<file path="src/rtl/trap_ctrl.sv">
// Trap sequencer: picks the oldest exception (mem > decode > fetch), emits a one-cycle record, flushes, then redirects fetch.
// Latency: request -> xcpt_o 1 cycle; request -> redirect_valid_o FLUSH_CYCLES+1 cycles.
// Backpressure: redirect_valid_o/redirect_pc_o are held in REDIRECT until redirect_ready_i; all requests are ignored outside IDLE.
//
// Ports:
//   clk_i, rstn_i                         clock, async active-low reset
//   if_* / id_* / mem_*                   exception/mret requests with pc and trap-value sources
//   mepc_i                                mret return target from the CSR file
//   redirect_ready_i                      fetch accepts the redirect
//   xcpt_o, xcpt_code_o/pc_o/value_o      one-cycle exception record to the CSR file (zero when not valid)
//   flush_o, stall_o                      pipeline kill / freeze
//   redirect_valid_o, redirect_pc_o       fetch redirect request (pc zero when not valid)
module trap_ctrl #(
  parameter logic [31:0] TRAP_VECTOR  = 32'h0000_0100,
  parameter int unsigned FLUSH_CYCLES = 2
) (
  input  logic        clk_i,
  input  logic        rstn_i,
  input  logic        if_xcpt_i,
  input  logic [4:0]  if_xcpt_code_i,
  input  logic [31:0] if_pc_i,
  input  logic        id_illegal_i,
  input  logic        id_ecall_i,
  input  logic        id_ebreak_i,
  input  logic [31:0] id_pc_i,
  input  logic [31:0] id_instr_i,
  input  logic        id_mret_i,
  input  logic        mem_ld_misalign_i,
  input  logic        mem_st_misalign_i,
  input  logic [31:0] mem_pc_i,
  input  logic [31:0] mem_addr_i,
  input  logic [31:0] mepc_i,
  input  logic        redirect_ready_i,
  output logic        xcpt_o,
  output logic [4:0]  xcpt_code_o,
  output logic [31:0] xcpt_pc_o,
  output logic [31:0] xcpt_value_o,
  output logic        flush_o,
  output logic        stall_o,
  output logic        redirect_valid_o,
  output logic [31:0] redirect_pc_o
);

  typedef enum logic [1:0] {IDLE, FLUSH, REDIRECT} state_t;

  localparam logic [3:0] CNT_INIT = 4'(FLUSH_CYCLES - 1);

  state_t      state_q, state_d;
  logic [3:0]  cnt_q, cnt_d;
  logic        xcpt_q;
  logic [4:0]  code_q;
  logic [31:0] pc_q, value_q, target_q;

  // Oldest-first exception selection; mem instructions are the oldest in flight.
  logic        sel_vld;
  logic [4:0]  sel_code;
  logic [31:0] sel_pc, sel_value;

  always_comb begin
    sel_vld   = 1'b1;
    sel_code  = 5'd0;
    sel_pc    = 32'd0;
    sel_value = 32'd0;
    if (mem_ld_misalign_i) begin
      sel_code = 5'd4;  sel_pc = mem_pc_i; sel_value = mem_addr_i;
    end else if (mem_st_misalign_i) begin
      sel_code = 5'd6;  sel_pc = mem_pc_i; sel_value = mem_addr_i;
    end else if (id_illegal_i) begin
      sel_code = 5'd2;  sel_pc = id_pc_i;  sel_value = id_instr_i;
    end else if (id_ebreak_i) begin
      sel_code = 5'd3;  sel_pc = id_pc_i;
    end else if (id_ecall_i) begin
      sel_code = 5'd11; sel_pc = id_pc_i;
    end else if (if_xcpt_i) begin
      sel_code = if_xcpt_code_i; sel_pc = if_pc_i; sel_value = if_pc_i;
    end else begin
      sel_vld = 1'b0;
    end
  end

  // An exception alongside mret wins: the mret belongs to a flushed instruction.
  logic take_xcpt, take_mret;
  assign take_xcpt = (state_q == IDLE) && sel_vld;
  assign take_mret = (state_q == IDLE) && !sel_vld && id_mret_i;

  always_ff @(posedge clk_i or negedge rstn_i) begin
    if (!rstn_i) begin
      state_q <= IDLE;
      cnt_q   <= 4'd0;
    end else begin
      state_q <= state_d;
      cnt_q   <= cnt_d;
    end
  end

  always_comb begin
    state_d          = state_q;
    cnt_d            = cnt_q;
    flush_o          = 1'b0;
    stall_o          = 1'b0;
    redirect_valid_o = 1'b0;
    redirect_pc_o    = 32'd0;
    case (state_q)
      IDLE: begin
        if (take_xcpt || take_mret) begin
          state_d = FLUSH;
          cnt_d   = CNT_INIT;
        end
      end
      FLUSH: begin
        flush_o = 1'b1;
        stall_o = 1'b1;
        if (cnt_q == 4'd0) state_d = REDIRECT;
        else               cnt_d   = cnt_q - 4'd1;
      end
      REDIRECT: begin
        stall_o          = 1'b1;
        redirect_valid_o = 1'b1;
        redirect_pc_o    = target_q;
        if (redirect_ready_i) state_d = IDLE;
      end
      default: state_d = IDLE;
    endcase
  end

  // Record and redirect target are captured only on the IDLE sampling edge.
  always_ff @(posedge clk_i or negedge rstn_i) begin
    if (!rstn_i) begin
      xcpt_q   <= 1'b0;
      code_q   <= 5'd0;
      pc_q     <= 32'd0;
      value_q  <= 32'd0;
      target_q <= 32'd0;
    end else begin
      xcpt_q <= take_xcpt;
      if (take_xcpt) begin
        code_q   <= sel_code;
        pc_q     <= sel_pc;
        value_q  <= sel_value;
        target_q <= TRAP_VECTOR;
      end else if (take_mret) begin
        target_q <= mepc_i;
      end
    end
  end

  assign xcpt_o       = xcpt_q;
  assign xcpt_code_o  = xcpt_q ? code_q  : 5'd0;
  assign xcpt_pc_o    = xcpt_q ? pc_q    : 32'd0;
  assign xcpt_value_o = xcpt_q ? value_q : 32'd0;

endmodule

</file>
<file path="config.mk">
export PLATFORM = sky130hd
export DESIGN_NAME = trap_ctrl
export DESIGN_NICKNAME = d
export VERILOG_FILES = /design/src/rtl/trap_ctrl.sv
export SDC_FILE = /design/constraint.sdc
export NUM_CORES = 1
export LEC_CHECK = 0
export ABC_CLOCK_PERIOD_IN_PS = 1800
export CAP_MARGIN = 10
export CORE_ASPECT_RATIO = 1.25
export CORE_MARGIN = 2
export CORE_UTILIZATION = 36
export CTS_CLUSTER_DIAMETER = 200
export DETAILED_ROUTE_END_ITERATION = 7
export GPL_TIMING_DRIVEN = 0
export HOLD_SLACK_MARGIN = 0.15
export PLACE_DENSITY = 0.78
export SYNTH_ARGS = -nofsm -noshare
export SYNTH_HDL_FRONTEND = slang
export SYNTH_SLANG_ARGS = --single-unit
</file>
<file path="constraint.sdc">
create_clock -name clk_i -period 1.8 [get_ports clk_i]
set_input_delay 0.54 -clock clk_i [delete_from_list [all_inputs] [get_ports clk_i]]
set_output_delay 0.54 -clock clk_i [all_outputs]
set_load 0.01 [all_outputs]
</file>
-- After elaboration in Yosys (flattened, before gate mapping)
Index checks and enable logic that the tools add are counted.
- multiplexer cells: 39
- reductions and logical operators: 12
- add/sub/neg operators: 1
- equal/unequal tests: 6
- operators by type and width (kind ; count):
    2-to-1 mux 32 bit ; 16
    2-to-1 mux 5 bit ; 7
    2-to-1 mux 1 bit ; 9
    2-to-1 mux 4 bit ; 2
    one-hot mux 4 bit (2 select lines) ; 1
    2-to-1 mux 2 bit ; 3
    inequality test 2 bit (second input constant) ; 3
    one-hot mux 2 bit (3 select lines) ; 1
    AND reduction 3 bit ; 2
    logical NOT 4 bit ; 1
    nonzero test 2 bit ; 2
    subtractor 4 x 1 -> 4 bit (second input constant) ; 1
    logical AND 1 bit ; 3
    equality test 2 x 1 -> 1 bit (second input constant) ; 1
    equality test 2 bit (second input constant) ; 1
    logical NOT 2 bit ; 1
    inequality test 2 x 1 -> 1 bit (second input constant) ; 1
    OR reduction 2 bit ; 1
    logical NOT 1 bit ; 1
    logical OR 1 bit ; 1
- output and inout bits: 105
- word-level logic and storage cells: 65
- input port bits: 207
- register bits after elaboration: 108

-- Logic depth before layout (Yosys ltp)
- depth in word-level cells: 12
- mapped depth: 8
- depth with buffers taken out: 6

-- Least setup slack after synthesis
Ideal clock, no wire load.
- path type: input-to-reg
- from: in if_xcpt_i
- to: reg cnt_q[3]
- arrival time: 1.884 ns
- setup slack: -0.214 ns
- path buffers: 1
- stages on the path: 5
- library setup time: 0.130 ns
- cell sequence: buf_2 or4b_2 nor2_1 or4_1 a21oi_1
- cells in the longest elaborated chain, start to end: 12
- ends and longest elaborated chain (item ; line ; source):
    start, declared ; 19 ; input logic if_xcpt_i,
    2-to-1 mux 1 bit * ; 74 ; end else if (if_xcpt_i) begin
    2-to-1 mux 1 bit * ; 72 ; end else if (id_ecall_i) begin
    2-to-1 mux 1 bit * ; 70 ; end else if (id_ebreak_i) begin
    2-to-1 mux 1 bit * ; 68 ; end else if (id_illegal_i) begin
    2-to-1 mux 1 bit * ; 66 ; end else if (mem_st_misalign_i) begin
    2-to-1 mux 1 bit * ; 64 ; if (mem_ld_misalign_i) begin
    logical NOT 1 bit ; 84 ; assign take_mret = (state_q == IDLE) && !sel_vld && id_mret_i;
    logical AND 1 bit (2 in series) ; 84 ;
    logical OR 1 bit * ; 105 ; if (take_xcpt || take_mret) begin
    inequality test 2 x 1 -> 1 bit (no source line) * ; -- ;
    AND reduction 3 bit (no source line) * ; -- ;
    end signal, assigned ; 92 ; cnt_q <= cnt_d;
    end, declared ; 49 ; logic [3:0] cnt_q, cnt_d;
Mark *: on every way between the ends. The rest lies on a longest branch, timed or not.
A chain may end at the register's enable or synchronous reset.

-- Worst setup path after layout
- from: reg state_q[1]
- to: out redirect_pc_o[13]
- cells in the longest elaborated chain, start to end: 2
- ends and longest elaborated chain (item ; line ; source):
    start, declared ; 48 ; state_t state_q, state_d;
    start signal, assigned ; 91 ; state_q <= state_d;
    equality test 2 bit ; 103 ; case (state_q)
    2-to-1 mux 32 bit ; 103 ;
    end, declared ; 41 ; output logic [31:0] redirect_pc_o
No other way between the ends.

==> results.md <==
- The flow ran to the end, but the final reports show violations.
- The final reports fail on setup timing.
- Headroom to the max-slew limit came out at 51.88%.
- For this run, the top clock speed supported by timing is 0.4941 GHz.
- The overall fraction of global-route tracks in use is 29.09%.
- Setup slack on the critical path of the routed design comes to -0.2240 ns.
- The library cells used most frequently in the layout, excluding fill and tap cells, are sky130_fd_sc_hd__clkdlybuf4s50_1, sky130_fd_sc_hd__buf_6, sky130_fd_sc_hd__dfrtp_1.
- The cell count of the worst reg-to-reg path is 9.
- Summed over all cells, the static leakage comes to 4.864 nW.
- The finished layout holds 1226 standard cells, fillers aside.
- The critical path goes through ha_4 > buf_6 > buf_8 > and2_4 > buf_6.
- In this run the deepest clock path goes through 2 buffers.
- The classification of the worst-slack hold path is reg -> reg.
- Yosys mapped the design onto 32 distinct sky130hd cell types.
- The cell with the biggest individual delay on the critical path is sky130_fd_sc_hd__dfrtp_1.
- The routed via count divided by cell count is 5.520.
- The total count of hold-check failures in the final report came to 0.
- CTS placed an instance of sky130_fd_sc_hd__clkbuf_16 at the clock tree root.
- Setup total negative slack on the finished layout was measured at -14.72 ns.
- The clock buffer count from CTS is 9.
- The number of flip-flops and latches in the synthesized netlist is 108.
- The count of warnings emitted by yosys is 0.
- The count of fill cells added during filler insertion is 1171.
- The sequential area share after synthesis is 46.58%.
- In this run the mean area of a mapped cell was 9.166 sq um.
- The count of boundary I/O pins is 312.
- The source of the worst hold timing path is pc_q[26].
- The slew at the pin with the worst max-slew slack is 0.7218 ns.
- After synthesis the cells add up to 5802 sq um.
- The total clock sinks is 108.
- The max capacitance violation total is 0.
- The clock tree from TritonCTS is yes.
- The cell count after synthesis is 633.
- The relative area change from synthesis to final layout is 91.31%.
- The total nets after synthesis is 845.
- The wire length of the first global-routing pass is 39.09 mm.
- The beginning of the worst register-to-register path is state_q[1].
- The number of iterations in the first detailed-routing pass is 5.
- With fillers left out, the area of the finished cells amounts to 11100 sq um.
- After detailed placement, the total cell area comes to 9206 sq um.
- OpenSTA, run right after detailed placement, puts the worst setup slack at -1.170 ns.
- The post-detailed-route DRC marker count is 0.
- The antenna diode count is 0.
- The max-slew violation count was 0.
- In the final routed layout, each cell accounts on average for 21.57 microns.
- The clock arrives with 0.007498 ns of skew.
- The final clock period utilization by the worst path is 112.4%.
- Once the floorplan was initialized, standard cells occupied 36.96% of the core.
- Summed over all instances, the cell type with the most area after synthesis is sky130_fd_sc_hd__dfrtp_1.
- The worst hold path terminates at pc_q[26].
- Setup violations remaining at the end of the flow were counted as 111.
- The initial antenna violation count is 0.
- At the end of the flow, the number of nets in the layout was 1221.
- After synthesis, the largest area contributor takes up 46.58% of total cell area.
- The source-to-sink clock delay at the later pin of the worst-skew pair is 0.36 ns.
- For this run the aggregate overflow at the end of global routing stands at 0.
- The deepest level of the CTS H-tree is 3.
- The most common cell after layout, fill and taps aside is sky130_fd_sc_hd__clkdlybuf4s50_1.
- The initial DRC count is 482.
- At the worst endpoint, the required time is 1.26 ns.
- Summed over all nets, the half-perimeter wirelength after detailed placement is 18.10 mm.
- The maximum vdd drop is 0.0006523 V.
- From bottom edge to top edge, the die measures 145.9 microns.
- For the worst setup path, the data arrival time is 1.48 ns.
- In this run the register-to-register setup slack is -0.13 ns.
- The routed layout has 6768 vias.
- The worst register-to-register path ends at cnt_q[2].
- The number of buffer cells added on primary ports is 308.
- In this run the remaining antenna-violating nets after routing total 0.
- The startpoint type of the worst setup path is a register.
- Setup repair after global routing could not meet its margin everywhere.
- The power per standard cell area is 1383 nW/um^2.
- The worst setup path is captured at an output pin.
- At the end of routability-driven placement, the weighted congestion stood at 0.9041.
- Entering global routing, the biggest net connects 67 pins.
- The routed design has 26.45 mm of wire.
- The area inside the core boundary is 15700 sq um.
- The count of cells along the worst hold path is 2.
- The time the final worst path needs with I/O delays and setup is 2.024 ns.
- The cell type with the highest occurrence count on the critical path is sky130_fd_sc_hd__buf_6.
- The worst setup path is of the reg -> out kind.
- The floorplan step defined a die boundary enclosing 17150 sq um.
- The worst-path maximum fanout is 5.
- Ranked by total cell area, the synthesized netlist is headed by sky130_fd_sc_hd__dfrtp_1, sky130_fd_sc_hd__o21ai_0, sky130_fd_sc_hd__and2_1.
- The post-route netlist has 37.67% of its cells at a drive strength greater than 1.
- The number of placed instances, taps included, is 1154.
- Clock-pin slew was measured on the worst setup and hold paths at 0.08 ns.
- The maximum cell stage delay along the critical path is 0.42 ns.
- The width of the die is 117.5 microns.
- The number of global-route vias before repair is 6938.
- The floorplan has 51 rows.
-- kinds of logic (layout without fill, tap and decap cells) --
| family | Yosys count | after routing | share of synthesized area (%) |
|---|---|---|---|
| compound gates | 247 | 247 | 28.19 |
| fa+ha+maj | 5 | 5 | 1.078 |
| buf+inv | 71 | 452 | 5.629 |
| flops | 108 | 108 | 46.58 |
| simple gates | 202 | 202 | 18.53 |
-- how the worst max path moves through the flow --
stage                 startpoint                 to
3_3_place_gp              rstn_i         value_q[9]
6_report              state_q[1]  redirect_pc_o[13]
5_1_grt               state_q[1]  redirect_pc_o[13]
3_5_place_dp   mem_st_misalign_i           pc_q[25]
2_1_floorplan       id_illegal_i           cnt_q[2]
4_1_cts               state_q[1]  redirect_pc_o[27]
-- through the flow --
| stage | hold WS, ns | power, mW | util, % |
|---|---|---|---|
| floorplan | 0.2444 | 6.647 | - |
| global route | 0.5103 | 16.10 | 70.71 |
| detailed placement | 0.4534 | 9.705 | 58.65 |
| global placement | 0.4538 | 9.556 | 58.46 |
| finish | 0.4870 | 15.35 | 70.71 |
| CTS | 0.4805 | 13.76 | 66.40 |
-- critical path, delay by kind of cell, from the launching register on --
kind	cells	cell delay (ns)
flip-flops	1	0.42
buffers and inverters	3	0.36
adder cells (fa/ha/maj)	1	0.21
AND/OR/NAND/NOR	1	0.14
-- power by group --
| part | total, mW | switching [mW] | internal, mW | leakage [nW] |
|---|---|---|---|---|
| Combinational | 9.28 | 4.02 | 5.26 | 3.34 |
| Clock | 2.25 | 0.979 | 1.27 | 0.161 |
| Sequential | 3.82 | 0.511 | 3.31 | 1.37 |
-- area by class of cell --
cell class	count	area, sq um	share of cell area [%]
buffer	58	624.3	5.625
clock buffer	11	242.7	2.187
clock inverter	5	82.58	0.7440
inverter	9	41.29	0.3720
multi-input combinational	454	3276	29.51
sequential	108	2704	24.36
tap	212	265.3	2.390
timing repair buffer	368	3856	34.74
timing repair inverter	1	7.507	0.06764
-- sequential cells by signal, summed over array words and instances, names as in the netlist --
| signal | flops |
|---|---|
| xcpt_o | 1 |
| cnt_q | 4 |
| target_q | 32 |
| state_q | 2 |
| pc_q | 32 |
| code_q | 5 |
| value_q | 32 |
-- per-layer routing --
| metal | part of all wire, % | vias to the layer above | global-route usage, % |
|---|---|---|---|
| li1 | - | 3054 | - |
| met1 | 37 | 3316 | 33.66 |
| met2 | 52 | 341 | 52.31 |
| met3 | 7.4 | 57 | 5.721 |
| met4 | 3.4 | 0 | 12.29 |
| met5 | 0 | - | 0 |
-- cell usage after synthesis --
master and number:
sky130_fd_sc_hd__o41ai_4 1, sky130_fd_sc_hd__or3_1 3, sky130_fd_sc_hd__nand2b_1 1, sky130_fd_sc_hd__a211oi_1 2, sky130_fd_sc_hd__nor3b_1 1, sky130_fd_sc_hd__ha_1 5, sky130_fd_sc_hd__nor2_2 1, sky130_fd_sc_hd__a221oi_1 64
sky130_fd_sc_hd__nor2_1 5, sky130_fd_sc_hd__o41ai_1 1, sky130_fd_sc_hd__o31ai_2 1, sky130_fd_sc_hd__o21ai_0 127, sky130_fd_sc_hd__or4b_2 1, sky130_fd_sc_hd__buf_4 4, sky130_fd_sc_hd__and2_1 101, sky130_fd_sc_hd__a22o_1 26
sky130_fd_sc_hd__nor4_4 1, sky130_fd_sc_hd__o31ai_1 5, sky130_fd_sc_hd__nand3_1 8, sky130_fd_sc_hd__a31o_2 1, sky130_fd_sc_hd__nand2_1 76, sky130_fd_sc_hd__a21o_1 1, sky130_fd_sc_hd__buf_6 4, sky130_fd_sc_hd__inv_1 9
sky130_fd_sc_hd__a2bb2oi_1 1, sky130_fd_sc_hd__clkbuf_1 42, sky130_fd_sc_hd__o21ai_1 5, sky130_fd_sc_hd__buf_2 12, sky130_fd_sc_hd__dfrtp_1 108, sky130_fd_sc_hd__or2_2 1, sky130_fd_sc_hd__a21oi_1 12, sky130_fd_sc_hd__or4_1 3
-- repair_timing --
| action | 4_1_cts | 5_1_grt |
|---|---|---|
| hold buffers | 1 | 0 |
| buffers inserted | 36 | 9 |
| setup endpoints to repair | 212 | 211 |
| pin swaps | 21 | 17 |
| gates resized for setup | 728 | 174 |
| endpoints found under the hold margin | 42 | 0 |
| cloned | 10 | 5 |
No activity file was read; power rests on OpenSTA's default activity.
